--- config.mk ---
export PLATFORM = sky130hd
export DESIGN_NAME = ttt_game_ctrl_flat
export DESIGN_NICKNAME = d
export VERILOG_FILES = /design/src/rtl/ttt_game_ctrl_if.sv /design/src/rtl/ttt_game_ctrl.sv /design/src/flat_wrapper.sv
export SDC_FILE = /design/constraint.sdc
export NUM_CORES = 1
export LEC_CHECK = 0
export BUFFER_PORTS_ARGS = -buffer_cell sky130_fd_sc_hd__buf_2
export CORE_UTILIZATION = 41
export DETAILED_ROUTE_END_ITERATION = 8
export PLACE_DENSITY = 0.65
export SYNTH_ARGS = -nofsm -noshare
export SYNTH_HDL_FRONTEND = slang
export SYNTH_HIERARCHICAL = 1
export SYNTH_SLANG_ARGS = --single-unit
--- constraint.sdc ---
create_clock -name clk -period 2.6 [get_ports clk]
set_input_delay 0.52 -clock clk [delete_from_list [all_inputs] [get_ports clk]]
set_output_delay 0.52 -clock clk [all_outputs]
set_load 0.01 [all_outputs]
--- src/rtl/ttt_game_ctrl_if.sv ---
// Move handshake between a player front-end and the tic-tac-toe sequencer.
// The master offers a cell index; the slave answers with ready and one-cycle ack/err pulses.
interface ttt_game_ctrl_if;
  logic       move_valid;
  logic [3:0] move_pos;
  logic       move_ready;
  logic       move_ack;
  logic       move_err;

  modport master (
    output move_valid, move_pos,
    input  move_ready, move_ack, move_err
  );

  modport slave (
    input  move_valid, move_pos,
    output move_ready, move_ack, move_err
  );
endinterface

--- src/rtl/ttt_game_ctrl.sv ---
// Two-player 3x3 tic-tac-toe sequencer: holds both occupancy boards, arbitrates moves,
// enforces a per-move timeout and latches the win/draw result after every move.

module ttt_win_check (
  input  logic [8:0] board,
  output logic       win
);
  assign win = (&board[2:0]) | (&board[5:3]) | (&board[8:6])
             | (board[0] & board[3] & board[6])
             | (board[1] & board[4] & board[7])
             | (board[2] & board[5] & board[8])
             | (board[0] & board[4] & board[8])
             | (board[2] & board[4] & board[6]);
endmodule

// state | meaning
// PLAY  | waiting for a move from turn's player; timer running
// CHECK | one cycle evaluating the board just written
// DONE  | result latched; only new_game leaves
module ttt_game_ctrl #(
  parameter int TIMEOUT_CYCLES = 1000,
  parameter bit START_PLAYER   = 1'b0
) (
  input  logic                 clk,
  input  logic                 reset,
  input  logic                 new_game,
  ttt_game_ctrl_if.slave       mv,
  output logic [8:0]           x_board,
  output logic [8:0]           o_board,
  output logic                 turn,
  output logic                 game_over,
  output logic [1:0]           winner,
  output logic                 timeout
);

  localparam logic [1:0] ST_PLAY  = 2'd0;
  localparam logic [1:0] ST_CHECK = 2'd1;
  localparam logic [1:0] ST_DONE  = 2'd2;

  localparam bit TIMER_ON = (TIMEOUT_CYCLES > 0);
  localparam int TW       = TIMER_ON ? $clog2(TIMEOUT_CYCLES + 1) : 1;
  localparam logic [TW-1:0] TIMER_LAST = TW'(TIMER_ON ? TIMEOUT_CYCLES - 1 : 0);

  logic [1:0]    state;
  logic [TW-1:0] timer;
  logic          ack_q;
  logic          err_q;

  logic [8:0]    occupied;
  logic [15:0]   occ_ext;
  logic [8:0]    move_bit;
  logic          legal;
  logic          illegal;
  logic          expire;
  logic          win_x;
  logic          win_o;
  logic          mover_win;

  ttt_win_check u_win_x (.board(x_board), .win(win_x));
  ttt_win_check u_win_o (.board(o_board), .win(win_o));

  assign occupied  = x_board | o_board;
  // Indices 9..15 read as occupied so one lookup covers both rejection causes.
  assign occ_ext   = {7'h7F, occupied};
  assign move_bit  = 9'd1 << mv.move_pos;
  assign legal     = (state == ST_PLAY) & mv.move_valid & ~occ_ext[mv.move_pos];
  assign illegal   = (state == ST_PLAY) & mv.move_valid &  occ_ext[mv.move_pos];
  assign expire    = TIMER_ON & (timer == TIMER_LAST);
  assign mover_win = turn ? win_o : win_x;

  assign mv.move_ready = (state == ST_PLAY);
  assign mv.move_ack   = ack_q;
  assign mv.move_err   = err_q;
  assign game_over     = (state == ST_DONE);

  always_ff @(posedge clk or posedge reset) begin
    if (reset) begin
      state   <= ST_PLAY;
      x_board <= '0;
      o_board <= '0;
      turn    <= START_PLAYER;
      timer   <= '0;
      winner  <= 2'b00;
      ack_q   <= 1'b0;
      err_q   <= 1'b0;
      timeout <= 1'b0;
    end else begin
      ack_q   <= 1'b0;
      err_q   <= 1'b0;
      timeout <= 1'b0;
      if (new_game) begin
        state   <= ST_PLAY;
        x_board <= '0;
        o_board <= '0;
        turn    <= START_PLAYER;
        timer   <= '0;
        winner  <= 2'b00;
      end else begin
        case (state)
          ST_PLAY: begin
            if (legal) begin
              if (turn) o_board <= o_board | move_bit;
              else      x_board <= x_board | move_bit;
              ack_q <= 1'b1;
              state <= ST_CHECK;
            end else begin
              err_q <= illegal;
              if (expire) begin
                turn    <= ~turn;
                timer   <= '0;
                timeout <= 1'b1;
              end else if (TIMER_ON && !illegal) begin
                timer <= timer + 1'b1;
              end
            end
          end
          ST_CHECK: begin
            if (mover_win) begin
              winner <= turn ? 2'b10 : 2'b01;
              state  <= ST_DONE;
            end else if (&occupied) begin
              winner <= 2'b11;
              state  <= ST_DONE;
            end else begin
              turn  <= ~turn;
              timer <= '0;
              state <= ST_PLAY;
            end
          end
          ST_DONE: begin
            state <= ST_DONE;
          end
          default: begin
            state <= ST_PLAY;
          end
        endcase
      end
    end
  end

endmodule

--- src/flat_wrapper.sv ---
// flat-port wrapper written by rule: the top's interface ports become plain ports
module ttt_game_ctrl_flat 
#(
  parameter int TIMEOUT_CYCLES = 1000,
  parameter bit START_PLAYER   = 1'b0
)
  (clk, reset, new_game, x_board, o_board, turn, game_over, winner, timeout, mv_move_valid, mv_move_pos, mv_move_ready, mv_move_ack, mv_move_err);
  ttt_game_ctrl_if mv_i ();
  input  logic clk;
  input  logic reset;
  input  logic new_game;
  output logic [8:0] x_board;
  output logic [8:0] o_board;
  output logic turn;
  output logic game_over;
  output logic [1:0] winner;
  output logic timeout;
  input wire logic [$bits(mv_i.move_valid)-1:0] mv_move_valid;
  input wire logic [$bits(mv_i.move_pos)-1:0] mv_move_pos;
  output wire logic [$bits(mv_i.move_ready)-1:0] mv_move_ready;
  output wire logic [$bits(mv_i.move_ack)-1:0] mv_move_ack;
  output wire logic [$bits(mv_i.move_err)-1:0] mv_move_err;
  assign mv_i.move_valid = mv_move_valid;
  assign mv_i.move_pos = mv_move_pos;
  assign mv_move_ready = mv_i.move_ready;
  assign mv_move_ack = mv_i.move_ack;
  assign mv_move_err = mv_i.move_err;
  ttt_game_ctrl #(.TIMEOUT_CYCLES(TIMEOUT_CYCLES), .START_PLAYER(START_PLAYER)) u_core (.clk(clk), .reset(reset), .new_game(new_game), .mv(mv_i), .x_board(x_board), .o_board(o_board), .turn(turn), .game_over(game_over), .winner(winner), .timeout(timeout));
endmodule
# Yosys cells after proc, flatten, opt, wreduce, memory -nomap -nowiden
# Index checks and enable logic that the tools add are counted.
# W data, S select, Z words.
word_totals:
  register_bits: 36
  out_inout_bits: 26
op_classes:
  add_sub_neg: 1
  magnitude_cmp: 1
  eq_ne: 10
  shift: 1
  n_mux: 44
  bitwise: 42
  reduce_logical: 19
ops:
  columns: ["op", "count"]
  rows:
  - ["$mux W9", 8]
  - ["$mux W10", 6]
  - ["$or A9 B9 Y9", 3]
  - ["$reduce_and A3 Y1", 8]
  - ["$and A1 B1 Y1", 23]
  - ["$pmux W10 S2", 1]
  - ["$mux W2", 9]
  - ["$mux W1", 17]
  - ["$or A1 B1 Y1", 14]
  - ["$add A10 B1 Y10 const B", 1]
  - ["$eq A10 B10 Y1 const B", 1]
  - ["$reduce_and A5 Y1", 2]
  - ["$ne A3 B3 Y1 const B", 3]
  - ["$reduce_and A9 Y1", 1]
  - ["$shl A1 B4 Y9 const A", 1]
  - ["$reduce_bool A2 Y1", 4]
  - ["$ne A3 B2 Y1 const B", 2]
  - ["$pmux W2 S3", 1]
  - ["$reduce_bool A3 Y1", 2]
  - ["$lt A4 B5 Y1 const B", 1]
  - ["$bmux W1 S4", 1]
  - ["$ne A4 B4 Y1 const B", 1]
  - ["$eq A2 B1 Y1 const B", 1]
  - ["$eq A2 B2 Y1 const B", 1]
  - ["5 further kinds", 6]

# Logic depth before layout (Yosys ltp)
# Gate-level depths: netlist of run 1.
logic_depth:
  word_depth: 12
  depth_mapped: 10
  mapped_depth_nobuf: 9

# Modules after synthesis
# The synthesis of run 1 kept the hierarchy.
by_module_without_submodules:
  columns: ["mod", "instances", "cells_per_inst", "area_each_um2"]
  rows:
  - ["ttt_game_ctrl", 1, 195, 1866.8]
  - ["ttt_win_check", 2, 7, 55.1]

# Worst setup path after synthesis of run 1
# Ideal clock, no wire load.
synth_path:
  kind: "input to register"
  startpoint: "in mv_move_pos[1]"
  endpoint: "reg u_core.turn"
  arrival_time_ps: 1916
  required_ps: 2466
  setup_slack_ps: 550
  path_stages: 6
  n_path_buf: 1
  cell_sequence: "buf_2 > mux4_2 > o21a_4 > a21oi_4 > o21a_1 > o211ai_1"
synth_via:
  elab_chain_cells: 6
synth_rtl:
  columns: ["item", "line_no", "rtl"]
  rows:
  - ["from (decl)", "flat_wrapper.sv:19", "input wire logic [$bits(mv_i.move_pos)-1:0] mv_move_pos;"]
  - ["$bmux W1 S4", "ttt_game_ctrl.sv:66", "assign legal = (state == ST_PLAY) & mv.move_valid & ~occ_ext[mv.move_pos];"]
  - ["$mux W1 (implied by the code)", "ttt_game_ctrl.sv:66", null]
  - ["$not A1 Y1", "ttt_game_ctrl.sv:66", null]
  - ["$and A1 B1 Y1", "ttt_game_ctrl.sv:66", null]
  - ["$ne A3 B3 Y1 (no source line)", null, null]
  - ["$reduce_and A5 Y1 (no source line)", null, null]
  - ["to (signal assigned)", "ttt_game_ctrl.sv:109", "turn <= ~turn;"]
  - ["to (signal assigned)", "ttt_game_ctrl.sv:125", "turn <= ~turn;"]
  - ["to (decl)", "ttt_game_ctrl.sv:30", "output logic turn,"]
# Every way passes these cells. The select of a mux whose other input is x is not followed.
# A chain may end at the register's enable or synchronous reset.

# Worst setup path in the final report of run 1
layout_path:
  startpoint: "reg u_core.x_board[4]"
  endpoint: "reg u_core.timer[0]"
layout_via:
  elab_chain_cells: 11
  elab_cells_between_ends: 27
  classes_between: "eq/ne (4); mux (3); bitwise (17); reduce/logical (3)"
layout_rtl:
  columns: ["item", "line_no", "rtl"]
  rows:
  - ["from (decl)", "ttt_game_ctrl.sv:28", "output logic [8:0] x_board,"]
  - ["from (signal assigned)", "ttt_game_ctrl.sv:103", "else x_board <= x_board | move_bit;"]
  - ["$reduce_and A3 Y1", "ttt_game_ctrl.sv:8", "assign win = (&board[2:0]) | (&board[5:3]) | (&board[8:6])"]
  - ["$or A1 B1 Y1 (2 in series)", "ttt_game_ctrl.sv:8", null]
  - ["$or A1 B1 Y1", "ttt_game_ctrl.sv:9", "| (board[0] & board[3] & board[6])"]
  - ["$or A1 B1 Y1", "ttt_game_ctrl.sv:10", "| (board[1] & board[4] & board[7])"]
  - ["$or A1 B1 Y1", "ttt_game_ctrl.sv:11", "| (board[2] & board[5] & board[8])"]
  - ["$or A1 B1 Y1", "ttt_game_ctrl.sv:12", "| (board[0] & board[4] & board[8])"]
  - ["$or A1 B1 Y1 (*)", "ttt_game_ctrl.sv:13", "| (board[2] & board[4] & board[6]);"]
  - ["via u_core.win_x", "ttt_game_ctrl.sv:55", "logic win_x;"]
  - ["$mux W1 (*)", "ttt_game_ctrl.sv:69", "assign mover_win = turn ? win_o : win_x;"]
  - ["$ne A3 B3 Y1 (no source line) (*)", null, null]
  - ["$reduce_and A5 Y1 (no source line) (*)", null, null]
  - ["to (signal assigned)", "ttt_game_ctrl.sv:113", "timer <= timer + 1'b1;"]
  - ["to (decl)", "ttt_game_ctrl.sv:45", "logic [TW-1:0] timer;"]
# The timed path passes the listed nets; every way through them passes the cells marked *. The select of a mux whose other input is x is not followed.

==> impl_metrics.py, run 1 <==
metrics = {
    "run_status": {
        "status": "complete, no violations",
    },
    "sta": {
        "fin_worst_skew_ns": 0.00869,
        "period_minus_slack_ns": 2.36,
        "tns_ns": 0,
        "maxSlewHeadroom_pct": 69.6,
        "finalMaxSlewViolations": 0,
        "worst_pin_slew_ns": 0.456,
        "setup_viol": 0,
        "hold_slack_ns": 0.319,
        "period_share_pct": 90.6,
        "max_freq_mhz": 425,
        "rsz0062_at_grt": "false",
        "hold_viol": 0,
    },
    "critical_path": {
        "regToRegStartpoint": "u_core/x_board[4]",
        "crit_type": "reg2reg",
        "cp.required_ns": 2.78,
        "crit_arrival_ns": 2.53,
        "endpoint_kind": "flip-flop",
        "r2r.worst_path.cells": 8,
        "setup.worst_path.start_class": "flip-flop",
        "rrSetupSlack_ns": 0.24,
        "r2r_end": "u_core/timer[0]",
        "crit_fanout": 12,
    },
    "logic_synthesis": {
        "netlist-cell-type-count": 49,
        "synth_area_leaders": "dfrtp_1 46%, nor2_1 4.9%, o22ai_1 3.2%, a22o_1 2.7%, nand2_1 2.5%",
        "syn-cell-area_um2": 1980,
        "avgSynthCellArea_um2": 9.46,
        "yosys_register_bits": 36,
        "synthArstFlopShare_pct": 100,
        "yosysSeqAreaShare_pct": 45.6,
        "ys.flop_type": "dfrtp_1",
        "yosysTopAreaCell": "dfrtp_1",
        "synth_nets": 218,
        "yosysTopAreaCellShare_pct": 45.6,
        "ys_warn_count": 6,
        "synth_edf_count": 0,
        "syn_inst": 209,
    },
    "power_and_ir_drop": {
        "vdd.ir_drop.worst_mv": 0.235,
        "total_power_uw": 1050,
        "leakagePower_uw": 0.00108,
        "powerDensity_nw_per_um2": 456,
    },
    "grt": {
        "grt.total_usage_pct": 21.2,
        "grt_pass1_vias": 1665,
        "grt_pass1_wl_um": 8360,
        "grt_overflow": 0,
        "grt_max_degree": 37,
        "antenna_found_initial": 0,
    },
    "placement": {
        "portBuffers": 33,
        "placedCellCount": 295,
        "gp_congestion": 0.931,
        "hpwl_um": 3750,
        "postPlaceCellArea_um2": 2240,
    },
    "clock_network": {
        "cts.sinks": 36,
        "cts_root_buf": "clkbuf_8",
        "hold_buffers": 0,
        "cts_tree": "built",
        "cts_buffers": 5,
        "post_cts_resized": 0,
        "cts_setup_buffers": 0,
        "htreeDepth": 2,
        "clkSlewWorstSetupHoldPaths_ns": 0.07,
        "clk_latency_ns": 0.29,
        "cts_max_path_buffers": 2,
    },
    "floorplanning": {
        "fp.dieW_um": 71.4,
        "io_pins": 34,
        "die_y_um": 71.4,
        "num_rows": 24,
        "die-area_um2": 5100,
        "start_util_pct": 43.9,
        "core-area_um2": 4500,
    },
    "layout": {
        "layout-drive-gt1-share_pct": 24.2,
        "regArea_um2": 901,
        "instances_no_fill": 300,
        "final_cell_mix": "36 x dfrtp_1, 33 x buf_2, 26 x nor2_1",
        "area_growth_pct": 17.0,
        "multi_input_area_um2": 1000,
        "fillers": 427,
        "n_antenna_cell": 0,
        "nets": 259,
        "layout_commonest_cell": "dfrtp_1",
        "final_cell_area_um2": 2310,
    },
    "hold_path": {
        "hold_class": "in2async",
    },
    "routing": {
        "drt-total-wl_um": 5070,
        "first_iter_violations": 184,
        "drc_errors": 0,
        "avgRoutedWirePerCell_um": 16.9,
        "drtPass1Iterations": 4,
        "vias": 1802,
        "ant_nets": 0,
        "vias_per_cell": 6.01,
    },
    "flow_run": {
        "cap_violations": 0,
    },
}
-- registers in the layout, indices dropped and copies added (netlist names), 2 cells and up --
signal	flops
u_core/o_board	9
u_core/state	2
u_core/timer	10
u_core/winner	2
u_core/x_board	9
-- Yosys cell counts, types with 2 or more instances --
cell       instances
a211oi_1           2
a21oi_1            8
a22o_1             6
a22o_2             2
a22oi_1            4
a311oi_1           3
a31oi_1            5
a41oi_1            3
and3_1             5
and4_1             2
buf_2              2
clkbuf_1           6
dfrtp_1           36
inv_1             12
nand2_1           13
nand2b_1           2
nand3_1            4
nand3_2            2
nand4_1            2
nor2_1            26
nor2b_1            4
nor3_1             5
nor4b_1            2
o21ai_0            6
o22ai_1           10
o2bb2ai_1          4
o31ai_1            6
or2_1              3
or2_2              2
or3_1              3
-- report_power, final --
group | switching (µW) | leakage (µW) | internal, µW | total [µW]
Combinational | 80.6 | 0.000545 | 43.9 | 124
Sequential | 9.70 | 0.000499 | 570 | 580
Clock | 176 | 0.0000359 | 172 | 349
-- cells by family after synthesis --
group                      Yosys count  share of synthesized area, %
and+or+nand+nor                     79                          20.6
AOI/OAI and AO/OA                   70                          27.1
adders and majority gates            1                         0.633
muxes                                3                          2.22
DFF                                 36                          45.6
buffers and inverters               20                          3.92
-- worst max-delay path by stage --
stage,to,startpoint,cells past startpoint
6_report,u_core/timer[0],u_core/x_board[4],8
2_1_floorplan,u_core/turn,mv_move_pos[1],6
4_1_cts,u_core/timer[0],u_core/o_board[4],8
3_5_place_dp,u_core/timer[0],u_core/o_board[4],8
3_3_place_gp,u_core/timer[0],u_core/o_board[4],8
5_1_grt,u_core/timer[1],u_core/o_board[4],8
-- critical path, stage by stage (launching register included) --
cell and delay, ns:
dfrtp_1 0.46, a22o_1 0.26, a22oi_1 0.18, nand2_1 0.13
mux2i_1 0.19, o22ai_1 0.12, a21o_2 0.28, or2_2 0.35
mux2_2 0.27
-- area by class of cell --
class / count / share of cell area (%)
sequential: 36 / 39.0
tap: 52 / 2.81
multi-input combinational: 153 / 43.2
clock buffer: 5 / 2.98
inverter: 12 / 1.95
timing repair buffer: 42 / 10.1
-- metrics by stage --
stage          worst slack [ns]  util [%]
3_5_place_dp              0.235      49.8
3_3_place_gp              0.288      49.8
6_report                  0.245      51.3
4_1_cts                   0.230      51.3
2_1_floorplan             0.550         -
5_1_grt                  0.0464      51.3
-- routing by layer --
metal | track usage (%) | up-vias | wire [µm]
li1 | - | 860 | -
met1 | 31.4 | 861 | 2470
met2 | 31.2 | 73 | 2230
met3 | 3.52 | 8 | 296
met4 | 7.56 | 0 | 66
met5 | 0 | - | 0
No activity file was read; power rests on OpenSTA's default activity.
==> run 2, diff against run 1 <==
--- a/config.mk
+++ b/config.mk
@@ -8,7 +8,7 @@
 export BUFFER_PORTS_ARGS = -buffer_cell sky130_fd_sc_hd__buf_2
 export CORE_UTILIZATION = 41
 export DETAILED_ROUTE_END_ITERATION = 8
-export PLACE_DENSITY = 0.65
+export PLACE_DENSITY_LB_ADDON = 0.2
 export SYNTH_ARGS = -nofsm -noshare
 export SYNTH_HDL_FRONTEND = slang
 export SYNTH_HIERARCHICAL = 1
==> impl_metrics.py, run 2 (synthesis gave the netlist of run 1 again) <==
metrics = {
    "layout": {
        "n_antenna_cell": 0,
        "layout_commonest_cell": "dfrtp_1",
        "top_register": "u_core/timer",
        "nets": 259,
        "top_regs": "u_core/timer (10), u_core/o_board (9), u_core/x_board (9)",
        "final_cell_mix": "36 x dfrtp_1, 33 x buf_2, 26 x nor2_1",
        "largest_register_ffs": 10,
        "area_growth_pct": 18.3,
        "layout-drive-gt1-share_pct": 24.7,
    },
    "sta": {
        "max_freq_mhz": 408,
        "finalMaxSlewViolations": 0,
        "fin_worst_skew_ns": 0.00494,
        "final.setup.worst_slack_ns": 0.151,
        "period_share_pct": 94.2,
        "period_minus_slack_ns": 2.45,
        "worst_pin_slew_ns": 0.570,
        "setup_viol": 0,
        "rsz0062_at_grt": "false",
        "hold_viol": 0,
        "maxSlewHeadroom_pct": 61.5,
        "tns_ns": 0,
    },
    "critical_path": {
        "regToRegStartpoint": "u_core/o_board[4]",
        "setup.worst_path.start_class": "flip-flop",
        "crit_type": "reg2reg",
        "crit_fanout": 12,
        "cpPeakStageDelay_ns": 0.46,
        "rrSetupSlack_ns": 0.15,
        "crit_chain": "a22o_1, a22oi_1, nand2_1, mux2i_1, o22ai_1, a21o_2, or2_2, mux2_2",
        "r2r_end": "u_core/timer[0]",
        "endpoint_kind": "flip-flop",
        "r2r.worst_path.cells": 8,
        "crit_arrival_ns": 2.63,
        "cp.required_ns": 2.79,
        "slowest_stage": "dfrtp_1",
    },
    "clock_network": {
        "cts_root_buf": "clkbuf_8",
        "cts.sinks": 36,
        "hold_buffers": 0,
        "cts_max_path_buffers": 2,
        "post_cts_resized": 0,
        "cts_tree": "built",
        "htreeDepth": 2,
        "clkSlewWorstSetupHoldPaths_ns": 0.07,
        "cts_buffers": 5,
        "cts_setup_buffers": 0,
        "clk_latency_ns": 0.29,
    },
    "run_status": {
        "status": "complete, no violations",
    },
    "floorplanning": {
        "num_rows": 24,
        "core-area_um2": 4500,
        "die-area_um2": 5100,
        "die_y_um": 71.4,
        "start_util_pct": 43.9,
        "fp.dieW_um": 71.4,
        "io_pins": 34,
    },
    "placement": {
        "hpwl_um": 3750,
        "dp_slack_ns": 0.199,
        "gp_congestion": 0.867,
        "portBuffers": 33,
    },
    "power_and_ir_drop": {
        "vdd.ir_drop.worst_mv": 0.186,
        "powerDensity_nw_per_um2": 481,
        "leakagePower_uw": 0.00109,
    },
    "routing": {
        "drt-total-wl_um": 5190,
        "drtPass1Iterations": 7,
        "vias": 1846,
        "ant_nets": 0,
        "vias_per_cell": 6.09,
        "drc_errors": 0,
        "first_iter_violations": 163,
        "avgRoutedWirePerCell_um": 17.1,
    },
    "grt": {
        "grt_pass1_vias": 1683,
        "antenna_found_initial": 0,
        "grt_pass1_wl_um": 8540,
        "grt_max_degree": 37,
        "grt_overflow": 0,
        "grt.total_usage_pct": 21.8,
    },
    "hold_path": {
        "hold_class": "in2async",
    },
    "flow_run": {
        "cap_violations": 0,
    },
}
==> run 2: cell count changes in the layout (fill, tap and decap cells not counted) <==
cell      before  now
o31ai_2        0    1
o31ai_1        6    5
clkbuf_8       5    6
clkbuf_1       0    2
==> run 2: layout make-up <==
class | count | area (µm²)
multi-input combinational | 153 | 1000
timing repair buffer | 42 | 233
inverter | 12 | 45.0
fill | 436 | 2170
tap | 52 | 65.1
clock buffer | 8 | 90.1
sequential | 36 | 901
==> run 2: critical path, delay by kind of cell (launching register included) <==
kind	cells	cell delay (ns)
flip-flops	1	0.46
multiplexers	2	0.48
AND/OR/NAND/NOR	2	0.51
AO/OA/AOI/OAI	4	0.88
==> run 2: per-stage QoR <==
step	total power [µW]	instance area (µm²)	utilization, %	std cells	hold slack (ns)
floorplan	673	1980	-	209	0.471
global placement	714	2240	49.8	295	0.509
detailed placement	714	2240	49.8	295	0.513
CTS	1130	2330	51.8	303	0.339
global route	1170	2340	51.9	303	0.378
finish	1130	2340	51.9	303	0.305
==> run 2: power by group <==
group	switching, µW	internal, µW
combinational	81.5	44.7
clock	203	216
sequential	9.64	570
==> run 2: per-layer routing <==
metal  track usage, %  vias to the layer above  part of all wire [%]
met5                0                        -                     0
met4             8.44                        0                   1.6
met3             5.06                       11                   6.2
met2             29.4                       72                    42
met1             33.4                      892                    50
li1                 -                      871                     -
==> run 2: how the worst max path moves through the flow <==
| stage | start | end | slack, ns | depth (start not counted) |
|---|---|---|---|---|
| 2_1_floorplan | mv_move_pos[1] | u_core/turn | 0.55 | 6 |
| 3_3_place_gp | u_core/x_board[4] | u_core/timer[0] | 0.21 | 8 |
| 3_5_place_dp | u_core/x_board[4] | u_core/timer[0] | 0.20 | 8 |
| 4_1_cts | u_core/x_board[4] | u_core/timer[0] | 0.20 | 8 |
| 5_1_grt | u_core/x_board[4] | u_core/timer[0] | 0.002 | 8 |
| 6_report | u_core/o_board[4] | u_core/timer[0] | 0.15 | 8 |
